--- src/rtl/eclk_div_bank.sv ---
// eclk_div_bank
//   Multi-channel edge-clock divider bank. Every channel divides clk by its own
//   programmable integer ratio. It also provides glitch-free ratio reload at the
//   wrap point, single-cycle slip phase adjustment, and a stop/resume handshake
//   that only takes effect at the wrap point. A global align strobe restarts all
//   channels in phase.
//
// Ports
//   clk       edge clock, all logic on the rising edge
//   rst_n     synchronous active-low reset
//   align     global phase-align strobe
//   div_sel   ratio for channel i in bits [i*DIV_W +: DIV_W] (values < 2 act as 2)
//   slip      per-channel slip request, holds the phase one cycle per asserted cycle
//   stop_req  per-channel stop request (level)
//   div_out   registered divided-clock level
//   tick      one-cycle pulse on each div_out rising cycle
//   stopped   channel halted with div_out low
//
// Channel mode (per-channel stp_q flag)
//   mode    | meaning
//   run     | counting 0..R-1, div_out high while cnt < R/2
//   stopped | parked at cnt = R-1 with div_out low, waiting for stop_req to drop

module eclk_div_bank #(
    parameter int NCH   = 4,
    parameter int DIV_W = 4
) (
    input  logic                 clk,
    input  logic                 rst_n,
    input  logic                 align,
    input  logic [NCH*DIV_W-1:0] div_sel,
    input  logic [NCH-1:0]       slip,
    input  logic [NCH-1:0]       stop_req,
    output logic [NCH-1:0]       div_out,
    output logic [NCH-1:0]       tick,
    output logic [NCH-1:0]       stopped
);

    logic [DIV_W-1:0] cnt_q   [NCH];
    logic [DIV_W-1:0] cnt_d   [NCH];
    logic [DIV_W-1:0] ratio_q [NCH];
    logic [DIV_W-1:0] ratio_d [NCH];
    logic [NCH-1:0]   div_q, div_d;
    logic [NCH-1:0]   tick_q, tick_d;
    logic [NCH-1:0]   stp_q, stp_d;

    function automatic logic [DIV_W-1:0] clamp_ratio(input logic [DIV_W-1:0] x);
        return (x < DIV_W'(2)) ? DIV_W'(2) : x;
    endfunction

    always_comb begin
        for (int i = 0; i < NCH; i++) begin
            cnt_d[i]   = cnt_q[i];
            ratio_d[i] = ratio_q[i];
            div_d[i]   = div_q[i];
            tick_d[i]  = 1'b0;
            stp_d[i]   = stp_q[i];

            if (align) begin
                // Park every channel at its pre-wrap count so all wrap together next edge.
                ratio_d[i] = clamp_ratio(div_sel[i*DIV_W +: DIV_W]);
                cnt_d[i]   = clamp_ratio(div_sel[i*DIV_W +: DIV_W]) - DIV_W'(1);
                div_d[i]   = 1'b0;
            end else if (stp_q[i]) begin
                if (!stop_req[i]) begin
                    // Resume with the wrap that was suppressed when the channel stopped.
                    ratio_d[i] = clamp_ratio(div_sel[i*DIV_W +: DIV_W]);
                    cnt_d[i]   = '0;
                    div_d[i]   = 1'b1;
                    tick_d[i]  = 1'b1;
                    stp_d[i]   = 1'b0;
                end
            end else if (cnt_q[i] == ratio_q[i] - DIV_W'(1)) begin
                if (stop_req[i]) begin
                    // div_out is already low at cnt = R-1, so stopping here is glitch-free.
                    div_d[i] = 1'b0;
                    stp_d[i] = 1'b1;
                end else if (!slip[i]) begin
                    ratio_d[i] = clamp_ratio(div_sel[i*DIV_W +: DIV_W]);
                    cnt_d[i]   = '0;
                    div_d[i]   = 1'b1;
                    tick_d[i]  = 1'b1;
                end
            end else if (!slip[i]) begin
                cnt_d[i] = cnt_q[i] + DIV_W'(1);
                div_d[i] = (cnt_q[i] + DIV_W'(1)) < (ratio_q[i] >> 1);
            end
        end
    end

    always_ff @(posedge clk) begin
        if (!rst_n) begin
            for (int i = 0; i < NCH; i++) begin
                ratio_q[i] <= clamp_ratio(div_sel[i*DIV_W +: DIV_W]);
                cnt_q[i]   <= clamp_ratio(div_sel[i*DIV_W +: DIV_W]) - DIV_W'(1);
            end
            div_q  <= '0;
            tick_q <= '0;
            stp_q  <= '0;
        end else begin
            for (int i = 0; i < NCH; i++) begin
                ratio_q[i] <= ratio_d[i];
                cnt_q[i]   <= cnt_d[i];
            end
            div_q  <= div_d;
            tick_q <= tick_d;
            stp_q  <= stp_d;
        end
    end

    assign div_out = div_q;
    assign tick    = tick_q;
    assign stopped = stp_q;

endmodule

--- config.mk ---
export PLATFORM = sky130hd
export DESIGN_NAME = eclk_div_bank
export DESIGN_NICKNAME = d
export VERILOG_FILES = /design/src/rtl/eclk_div_bank.sv
export SDC_FILE = /design/constraint.sdc
export NUM_CORES = 1
export LEC_CHECK = 0
export ABC_AREA = 1
export CAP_MARGIN = 25
export CORE_MARGIN = 1
export CORE_UTILIZATION = 60
export DETAILED_ROUTE_END_ITERATION = 8
export PLACE_DENSITY_LB_ADDON = 0.15
export SETUP_SLACK_MARGIN = 0.3
export SLEW_MARGIN = 20
export SYNTH_ARGS = -nofsm -noshare
export SYNTH_HDL_FRONTEND = slang
export SYNTH_SLANG_ARGS = --single-unit
--- constraint.sdc ---
create_clock -name clk -period 3.3 [get_ports clk]
set_clock_uncertainty 0.1 [all_clocks]
set_input_delay 0.66 -clock clk [delete_from_list [all_inputs] [get_ports clk]]
set_output_delay 0.66 -clock clk [all_outputs]
set_load 0.05 [all_outputs]
==> results_tabular.tex, run 1 <==
\begin{tabular}{lr}
\hline
Metric & Value \\
\hline
\multicolumn{2}{l}{\textbf{Floorplan}} \\
Die H & 71.7 um \\
Std-Cell Rows & 24 \\
Die outline width & 71.7 um \\
Die outline area & 5140 um2 \\
Initial core utilization & 64.7\% \\
Core Box Area & 4500 um2 \\
Number of top-level design ports & 39 \\
\multicolumn{2}{l}{\textbf{Cells and area}} \\
P\&R area growth vs syn & 16.7\% \\
Number of nets in the final layout & 454 \\
Fin cells & 460 \\
Share of the core filled with cells in the final layout & 75.5\% \\
Layout cell share with drive strength beyond 1 & 3.68\% \\
Number of antenna diodes & 0 \\
Post-layout instance area & 3400 um2 \\
\multicolumn{2}{l}{\textbf{Drt}} \\
Antenna-violating nets left & 0 \\
DR DRC count & 0 \\
Average via count per standard cell & 5.37 \\
Routed wirelength normalized by instance count & 12.3 um \\
Initial DRC Count & 126 \\
Via count of the routed design & 2470 \\
Number of detailed-routing iterations run before antenna repair & 5 \\
Total detailed-routing wirelength & 5660 um \\
\multicolumn{2}{l}{\textbf{GRT}} \\
Via count of the first global-routing pass & 2249 \\
Global-route wire length before repair & 9430 um \\
Final global-route overflow total & 0 \\
Number of antenna violations at the first check in global routing & 0 \\
Maximum number of pins on one net before global-route repair & 31 \\
GR Util All Layers & 23.7\% \\
\multicolumn{2}{l}{\textbf{Worst hold path}} \\
Hold/Removal Path Class & reg2reg \\
Hold path cells & 2 \\
\multicolumn{2}{l}{\textbf{Synthesis}} \\
Gate Count Post-Synth & 373 \\
Proportion of register bits with asynchronous set or reset after synthesis & 0\% \\
Top cells by area, synth & edfxtp\_1 (33\%), nand2\_1 (11\%), inv\_1 (9.1\%), ha\_1 (8.6\%), dfxtp\_1 (8.2\%) \\
Top cell types by occurrence after synthesis & nand2\_1 (84), inv\_1 (71), edfxtp\_1 (32) \\
Post-synth EDFFs & 32 \\
Warnings from Yosys & 0 \\
Post-synthesis sequential area ratio & 41.2\% \\
Combined area of all synthesized cells & 2910 um2 \\
Post-Synthesis Net Count & 420 \\
Leading area contributor after synthesis & edfxtp\_1 \\
Number of library cell types mapped by synthesis & 30 \\
\#FFs+latches synth & 44 \\
Cell with the most instances after synthesis & nand2\_1 \\
Primary flip-flop cell chosen by synthesis mapping & edfxtp\_1 \\
Fraction of synthesized cell area taken by the top area cell type & 33.0\% \\
Post-synthesis average cell area & 7.81 um2 \\
\multicolumn{2}{l}{\textbf{Clock tree}} \\
Total setup buffers inserted after CTS & 0 \\
Hold-fix buffers at CTS & 0 \\
Clock slew seen by the registers of the worst setup and hold paths & 0.08 ns \\
Count of clock tree sinks & 44 \\
CTS tree & yes \\
Maximum count of clock buffers along a single path & 2 \\
Clock latency on the worst-skew pair & 0.29 ns \\
Resized cells post-CTS & 0 \\
Level count of the clock H-tree & 2 \\
Number of buffers created by CTS & 5 \\
CTS root buf & clkbuf\_8 \\
\multicolumn{2}{l}{\textbf{Worst setup path}} \\
Family with the most delay on the worst path & buffers and inverters \\
Crit path buffers/inverters & 1 \\
Kind of start point of the critical path & flop \\
Total stage count of the critical path & 1 \\
Critical path capture point type & output pin \\
Crit path required time & 2.54 ns \\
Highest cell delay on the worst timing path & 0.82 ns \\
Critical path arrival & 1.49 ns \\
Worst reg2reg path depth & 10 \\
Worst-path cell with the longest stage delay & clkdlybuf4s50\_1 \\
Critical Setup Path Class & reg2out \\
Critical path fanouts, max & 3 \\
Cell chain of the critical path & clkdlybuf4s50\_1 \\
\multicolumn{2}{l}{\textbf{STA}} \\
RSZ-0062 raised after global routing & no \\
Tcrit/Tclk final & 68.2\% \\
Hold Violations, Final & 0 \\
Number of setup violations in the final report & 0 \\
Slew Limit Headroom & 65.8\% \\
Final setup slack of the worst path & 1.05 ns \\
Slew Viols, Final & 0 \\
Achievable clock frequency & 445 MHz \\
Total Neg Setup Slack & 0 ns \\
Final critical path time including I/O delays and setup & 2.25 ns \\
Actual slew at the worst max-slew pin & 0.508 ns \\
Post-route worst hold slack & 0.391 ns \\
\multicolumn{2}{l}{\textbf{Placement}} \\
Placer's final routability congestion estimate & 0.820 \\
HPWL reported at the end of detailed placement & 4640 um \\
Placement-stage cell area & 3320 um2 \\
Placed insts & 452 \\
Worst slack at placement & 0.847 ns \\
Count of port buffers added during placement & 38 \\
\multicolumn{2}{l}{\textbf{Power}} \\
Total power per unit cell area & 446 nW/um2 \\
Power, Total & 1.51 mW \\
Leak pwr & 1.64 nW \\
Worst-case vdd ir drop & 345 uV \\
\multicolumn{2}{l}{\textbf{Flow run}} \\
Count of maximum capacitance violations & 0 \\
\multicolumn{2}{l}{\textbf{Run status}} \\
Result of the run & finished, final reports clean \\
\hline
\end{tabular}
## cell type report
class,instances,area (um2)
inverter,72,270
timing repair buffer,39,388
sequential,44,1200
multi-input combinational,245,1390
clock buffer,7,76.3
tap,52,65.1
fill,341,1100
clock inverter,1,5.00
## final timing paths
check                              startpoint           to  slack, ns
worst max-delay path               stopped[3]   stopped[3]       1.05
worst max register to register  ratio_q[3][0]  cnt_q[3][3]       1.11
worst min-delay path               div_out[0]   div_out[0]       0.39
worst min register to register     div_out[0]   div_out[0]       0.39
## cells by family (layout without fill, tap and decap cells)
kind of cell | Yosys count | after routing | synth area share (%)
AOI/OAI and AO/OA | 52 | 52 | 10.5
xor gates and xnor gates | 22 | 22 | 6.62
adders and majority gates | 20 | 20 | 8.59
buffers and inverters | 84 | 119 | 10.9
DFF | 44 | 44 | 41.2
and+or+nand+nor | 151 | 151 | 22.2
## layer usage
metal	vias to the layer above	wire, um	global-route usage [%]
met3	9	348	4.36
met2	83	2800	42.5
met1	1103	2460	29.1
met4	0	50	6.75
li1	1275	-	-
met5	-	0	0
## sequential cells by signal (all words and copies together) (netlist names)
signal,count
div_out,4
cnt_q,16
stopped,4
ratio_q,16
tick,4
## placed cells by master (no fill, tap or decap), types with 12 or more instances in the layout
cell / count
dfxtp_1: 12
nand2_1: 84
xor2_1: 13
edfxtp_1: 32
nand3_1: 31
o21ai_0: 18
inv_1: 71
nor2_1: 25
clkdlybuf4s50_1: 38
ha_1: 20
a21oi_1: 14
## power breakdown
part	internal, mW	leakage (nW)	switching (mW)
Clock	0.149	0.0422	0.171
Sequential	0.661	0.431	0.0562
Combinational	0.200	1.16	0.277
Total	1.01	1.64	0.504
Power figures use the tool's default switching activity.
==> run 2: changes to the inputs <==
Settings changed: CORE_UTILIZATION 60 to 50.
Clock period 3.3 ns to 2 ns, I/O delays scaled along.
==> run 2 against run 1 <==
Critical path depth increased by 9. Setup slack lost 0.97 ns. Sequential power grew 64%. Hold slack improved by 0.0032 ns. Non-clock buffer count rose by 55. Final cell count rose by 16%. Power up 95%. Via count increased by 9.5%. Utilization is 1.5 points higher. Largest cell class unchanged. Largest power group unchanged.
==> results_tabular.tex, run 2 (synthesis results as in run 1) <==
\begin{tabular}{lr}
\hline
Metric & Value \\
\hline
\multicolumn{2}{l}{\textbf{STA}} \\
Tcrit/Tclk final & 96.1\% \\
RSZ-0062 raised after global routing & yes \\
Achievable clock frequency & 520 MHz \\
Slew Viols, Final & 0 \\
Hold Violations, Final & 0 \\
Slew Limit Headroom & 66.4\% \\
Final critical path time including I/O delays and setup & 1.92 ns \\
Post-route worst hold slack & 0.394 ns \\
Actual slew at the worst max-slew pin & 0.503 ns \\
Number of setup violations in the final report & 0 \\
\multicolumn{2}{l}{\textbf{Worst setup path}} \\
Kind of start point of the critical path & flop \\
End point of the critical path & ratio\_q[3][3] \\
Critical path arrival & 1.84 ns \\
Worst reg2reg path depth & 10 \\
Critical path capture point type & flop \\
Critical Setup Path Class & reg2reg \\
Origin of the critical flop-to-flop path & ratio\_q[3][0] \\
FF-to-FF End & ratio\_q[3][3] \\
R2R Setup Slk & 0.08 ns \\
Critical path fanouts, max & 4 \\
Crit path required time & 1.91 ns \\
Worst setup path startpoint & ratio\_q[3][0] \\
\multicolumn{2}{l}{\textbf{Placement}} \\
Count of port buffers added during placement & 38 \\
Placed insts & 495 \\
Placer's final routability congestion estimate & 0.847 \\
HPWL reported at the end of detailed placement & 4830 um \\
\multicolumn{2}{l}{\textbf{Drt}} \\
Total detailed-routing wirelength & 7240 um \\
Number of detailed-routing iterations run before antenna repair & 4 \\
Routed wirelength normalized by instance count & 13.5 um \\
Antenna-violating nets left & 0 \\
DR DRC count & 0 \\
Via count of the routed design & 2705 \\
Average via count per standard cell & 5.06 \\
Initial DRC Count & 105 \\
\multicolumn{2}{l}{\textbf{Cells and area}} \\
Layout cell share with drive strength beyond 1 & 32.6\% \\
P\&R area growth vs syn & 47.2\% \\
Most common cell after layout, fill and taps aside & nand2\_1 \\
Top library cells by usage in the layout, fill and taps aside & nand2\_1 (70), inv\_1 (59), buf\_4 (47) \\
Fin cells & 535 \\
Number of antenna diodes & 0 \\
Biggest registers after layout & cnt\_q (16), ratio\_q (16) \\
Number of nets in the final layout & 509 \\
\multicolumn{2}{l}{\textbf{Power}} \\
Internal & 1.92 mW \\
Register share of total power & 40.0\% \\
Part of the total power dissipated in combinational logic & 40.2\% \\
Leak pwr & 2.02 nW \\
Worst-case vdd ir drop & 468 uV \\
Clock network power share & 19.8\% \\
Switching part of the total & 34.9\% \\
Total power per unit cell area & 687 nW/um2 \\
Switch Pwr & 1.03 mW \\
\multicolumn{2}{l}{\textbf{Flow run}} \\
Count of maximum capacitance violations & 0 \\
\multicolumn{2}{l}{\textbf{Floorplan}} \\
Die H & 78.3 um \\
Core Box Area & 5570 um2 \\
Initial core utilization & 52.3\% \\
Die outline area & 6130 um2 \\
Die outline width & 78.3 um \\
Std-Cell Rows & 27 \\
Number of top-level design ports & 39 \\
\multicolumn{2}{l}{\textbf{GRT}} \\
Maximum number of pins on one net before global-route repair & 17 \\
Global Route met2 Usage & 46.2\% \\
Global-route wire length before repair & 11500 um \\
Final global-route overflow total & 0 \\
Number of antenna violations at the first check in global routing & 0 \\
Global routing met3 resource utilization & 3.49\% \\
Via count of the first global-routing pass & 2677 \\
GRT met1 Usage & 26.8\% \\
Global route hottest layer & met2 \\
GR Util All Layers & 23.9\% \\
\multicolumn{2}{l}{\textbf{Clock tree}} \\
CTS root buf & clkbuf\_8 \\
CTS tree & yes \\
Clock slew seen by the registers of the worst setup and hold paths & 0.08 ns \\
Maximum count of clock buffers along a single path & 2 \\
Number of buffers created by CTS & 5 \\
Level count of the clock H-tree & 2 \\
Hold-fix buffers at CTS & 0 \\
Count of clock tree sinks & 44 \\
Clock latency on the worst-skew pair & 0.29 ns \\
\multicolumn{2}{l}{\textbf{Run status}} \\
Result of the run & finished, final reports clean \\
\multicolumn{2}{l}{\textbf{Worst hold path}} \\
Hold/Removal Path Class & reg2reg \\
\hline
\end{tabular}
-- run 2: cell count changes in the layout (fill, tap and decap cells not counted), moves of 14 or more --
cell,change
o21ai_0,-15
nand2_1,-14
nand3_1,-15
buf_4,+46
-- run 2: stage by stage --
stage	setup WS (ns)	setup TNS, ns	power [mW]	instance area, um2	util [%]
3_5_place_dp	-0.0365	-0.0810	2.06	3590	64.3
2_1_floorplan	0.175	0	1.79	2980	-
6_report	0.0780	0	2.95	4290	76.9
5_1_grt	-0.0342	-0.270	3.13	4290	76.9
4_1_cts	0.0780	0	2.79	4040	72.4
3_3_place_gp	0.0402	0	2.04	3590	64.3
-- run 2: layer usage --
layer  vias to the layer above  wire length [um]
met5                         -                 0
met4                         0                76
met3                         9               166
met2                        43              4030
met1                      1268              2970
li1                       1385                 -
-- run 2: worst min-delay path by stage --
stage          startpoint         end  slack [ns]  depth (start not counted)
2_1_floorplan       align  stopped[0]        0.43                          2
3_3_place_gp   div_out[0]  div_out[0]        0.37                          2
3_5_place_dp   div_out[0]  div_out[0]        0.37                          2
4_1_cts        div_out[0]  div_out[0]        0.38                          2
5_1_grt        div_out[0]  div_out[0]        0.42                          2
6_report       div_out[0]  div_out[0]        0.39                          2
-- run 2: timing repair --
action	4_1_cts	5_1_grt
resized for setup	56	50
buffers inserted	24	8
setup endpoints to repair	62	62
pin swaps	18	24
-- run 2: final cells by class --
class | count | area, um2
clock buffer | 6 | 82.6
clock inverter | 2 | 10.0
fill | 388 | 1290
inverter | 72 | 278
multi-input combinational | 245 | 1780
sequential | 44 | 1200
tap | 72 | 90.1
timing repair buffer | 94 | 847
-- run 2: worst max-delay path: stages, from the launching register on --
cell and delay [ns]:
edfxtp_1 0.38, inv_2 0.05, ha_4 0.15, or2_1 0.21, nand3_1 0.07, nand2_1 0.06, nor2_2 0.14, nand2_2 0.09
o21ai_2 0.15, nand3_2 0.14, nand2_4 0.11
-- run 2: power by group through the flow --
stage	Sequential, mW	Combinational, mW	Clock [mW]
global placement	1.19	0.845	0
detailed placement	1.19	0.869	0
finish	1.18	1.18	0.584
CTS	1.17	1.04	0.582
floorplan	1.23	0.558	0
global route	1.19	1.31	0.630
==> run 3: changes to the inputs <==
Settings changed: PLACE_DENSITY set to 0.75, PLACE_DENSITY_LB_ADDON 0.15 to unset, SLEW_MARGIN 20 to 25.
==> run 3 against run 2 <==
The run now ends with setup timing left. Power grew 8.5%. Sequential power is essentially flat. Combinational power is 6% higher. First-iteration DRC count rose by 50%. Final area rose by 0.85%. Non-clock buffer count fell by 7. Clock power grew 29%.
==> results_tabular.tex, run 3 (synthesis results as in run 1) <==
\begin{tabular}{lr}
\hline
Metric & Value \\
\hline
\multicolumn{2}{l}{\textbf{Run status}} \\
Result of the run & finished, violations left \\
Violated checks & setup timing \\
\multicolumn{2}{l}{\textbf{Worst setup path}} \\
Critical path capture point type & flop \\
Worst reg2reg path depth & 11 \\
Critical Setup Path Class & reg2reg \\
Crit path required time & 2.10 ns \\
R2R Setup Slk & -0.02 ns \\
Kind of start point of the critical path & flop \\
Origin of the critical flop-to-flop path & cnt\_q[1][0] \\
Critical path arrival & 2.11 ns \\
FF-to-FF End & div\_out[1] \\
Critical path fanouts, max & 2 \\
\multicolumn{2}{l}{\textbf{Floorplan}} \\
Std-Cell Rows & 27 \\
Die H & 78.3 um \\
Die outline area & 6130 um2 \\
Core Box Area & 5570 um2 \\
Number of top-level design ports & 39 \\
Initial core utilization & 52.3\% \\
Die outline width & 78.3 um \\
\multicolumn{2}{l}{\textbf{Cells and area}} \\
Layout fillers & 365 \\
Fin cells & 528 \\
Top library cells by usage in the layout, fill and taps aside & nand2\_1 (68), inv\_1 (59), buf\_4 (44) \\
Number of antenna diodes & 0 \\
Most common cell after layout, fill and taps aside & nand2\_1 \\
Number of nets in the final layout & 502 \\
P\&R area growth vs syn & 48.5\% \\
Biggest registers after layout & cnt\_q (16), ratio\_q (16) \\
Post-layout instance area & 4320 um2 \\
Layout cell share with drive strength beyond 1 & 32.7\% \\
\multicolumn{2}{l}{\textbf{Clock tree}} \\
Maximum count of clock buffers along a single path & 2 \\
Level count of the clock H-tree & 2 \\
Clock latency on the worst-skew pair & 0.30 ns \\
Hold-fix buffers at CTS & 0 \\
Number of buffers created by CTS & 5 \\
CTS root buf & clkbuf\_8 \\
CTS tree & yes \\
Clock slew seen by the registers of the worst setup and hold paths & 0.09 ns \\
Count of clock tree sinks & 44 \\
\multicolumn{2}{l}{\textbf{Drt}} \\
DR DRC count & 0 \\
Routed wirelength normalized by instance count & 15.0 um \\
Average via count per standard cell & 5.40 \\
Antenna-violating nets left & 0 \\
Initial DRC Count & 158 \\
Number of detailed-routing iterations run before antenna repair & 5 \\
Via count of the routed design & 2849 \\
Total detailed-routing wirelength & 7900 um \\
\multicolumn{2}{l}{\textbf{GRT}} \\
Final global-route overflow total & 0 \\
Number of antenna violations at the first check in global routing & 0 \\
GR Util All Layers & 24.0\% \\
Global route hottest layer & met2 \\
Global-route wire length before repair & 11500 um \\
GRT met1 Usage & 28.3\% \\
Global routing met3 resource utilization & 4.77\% \\
Via count of the first global-routing pass & 2628 \\
Maximum number of pins on one net before global-route repair & 17 \\
Global Route met2 Usage & 43.9\% \\
\multicolumn{2}{l}{\textbf{STA}} \\
Achievable clock frequency & 496 MHz \\
Post-route worst hold slack & 0.378 ns \\
Hold Violations, Final & 0 \\
Slew Viols, Final & 0 \\
Final critical path time including I/O delays and setup & 2.02 ns \\
Number of setup violations in the final report & 1 \\
Actual slew at the worst max-slew pin & 0.485 ns \\
RSZ-0062 raised after global routing & yes \\
Tcrit/Tclk final & 101\% \\
Slew Limit Headroom & 67.8\% \\
Final setup slack of the worst path & -0.0162 ns \\
\multicolumn{2}{l}{\textbf{Worst hold path}} \\
Hold/Removal Path Class & reg2reg \\
Worst-case hold path end point & div\_out[2] \\
Start point of the worst min-delay path & div\_out[2] \\
Hold path cells & 2 \\
\multicolumn{2}{l}{\textbf{Placement}} \\
Count of port buffers added during placement & 38 \\
Placer's final routability congestion estimate & 0.817 \\
Worst slack at placement & -0.0332 ns \\
Placement-stage cell area & 3560 um2 \\
HPWL reported at the end of detailed placement & 4990 um \\
Placed insts & 493 \\
\multicolumn{2}{l}{\textbf{Power}} \\
Total power per unit cell area & 739 nW/um2 \\
Leak pwr & 1.99 nW \\
Worst-case vdd ir drop & 637 uV \\
\multicolumn{2}{l}{\textbf{Flow run}} \\
Count of maximum capacitance violations & 0 \\
\hline
\end{tabular}
==> run 3: cell types whose count changed in the layout (fill, tap and decap cells not counted), moves of 2 or more <==
cell / change
buf_4: -3
buf_6: -4
clkinv_2: -2
ha_1: -3
ha_4: +3
nand2_1: -2
nand2_2: +3
o21ai_0: +3
o21ai_2: -3
xor2_1: -2
==> run 3: worst max-delay path, stage by stage (launching register included) <==
cell      delay, ns
edfxtp_1       0.45
buf_6          0.15
ha_4           0.16
xor2_4         0.16
ha_4           0.28
inv_2          0.03
nor2_2         0.09
nor2_1         0.05
nor2_1         0.19
nand2_2        0.10
nand3_2        0.09
nor2_1         0.05
==> run 3: worst max-delay path by stage <==
| stage | slack [ns] | cells after the start | to | start |
|---|---|---|---|---|
| after floorplan | 0.17 | 10 | ratio_q[3][0] | ratio_q[3][0] |
| after global placement | 0.06 | 7 | cnt_q[0][2] | div_sel[3] |
| after detailed placement | -0.03 | 8 | cnt_q[3][2] | div_sel[15] |
| after CTS | 0.1 | 10 | cnt_q[2][2] | ratio_q[2][0] |
| after global routing | -0.07 | 10 | cnt_q[2][3] | ratio_q[2][0] |
| final | -0.02 | 11 | div_out[1] | cnt_q[1][0] |
==> run 3: final cells by class <==
| class | instances | area [um2] | area share [%] |
|---|---|---|---|
| Multi-Input combinational cell | 245 | 1850 | 42.8 |
| Sequential cell | 44 | 1200 | 27.8 |
| Timing Repair Buffer | 87 | 768 | 17.8 |
| Inverter | 72 | 288 | 6.66 |
| Clock buffer | 7 | 96.3 | 2.23 |
| Tap cell | 72 | 90.1 | 2.08 |
| Clock inverter | 1 | 30.0 | 0.694 |
==> run 3: report_power, final <==
group | switching (mW) | internal [mW]
Sequential | 0.0951 | 1.09
Combinational | 0.678 | 0.576
Clock | 0.315 | 0.441
==> run 3: per-layer routing <==
metal | up-vias | share of wire [%]
li1 | 1373 | -
met1 | 1353 | 39
met2 | 106 | 54
met3 | 17 | 5.4
met4 | 0 | 2.1
met5 | - | 0
==> run 3: stage by stage <==
stage	power [mW]	util (%)	setup TNS, ns
3_5_place_dp	2.06	63.9	-0.0750
4_1_cts	2.95	71.4	0
2_1_floorplan	1.79	-	0
6_report	3.20	77.6	-0.0162
5_1_grt	3.36	77.6	-1.05
3_3_place_gp	2.02	63.9	0
==> run 3: repair_timing <==
item / CTS / global route
gates resized for setup: 57 / 52
endpoints found under the hold margin: 0 / 0
setup endpoints to repair: 62 / 61
gates cloned: 0 / 0
pin swaps: 22 / 20
buffers inserted: 15 / 12
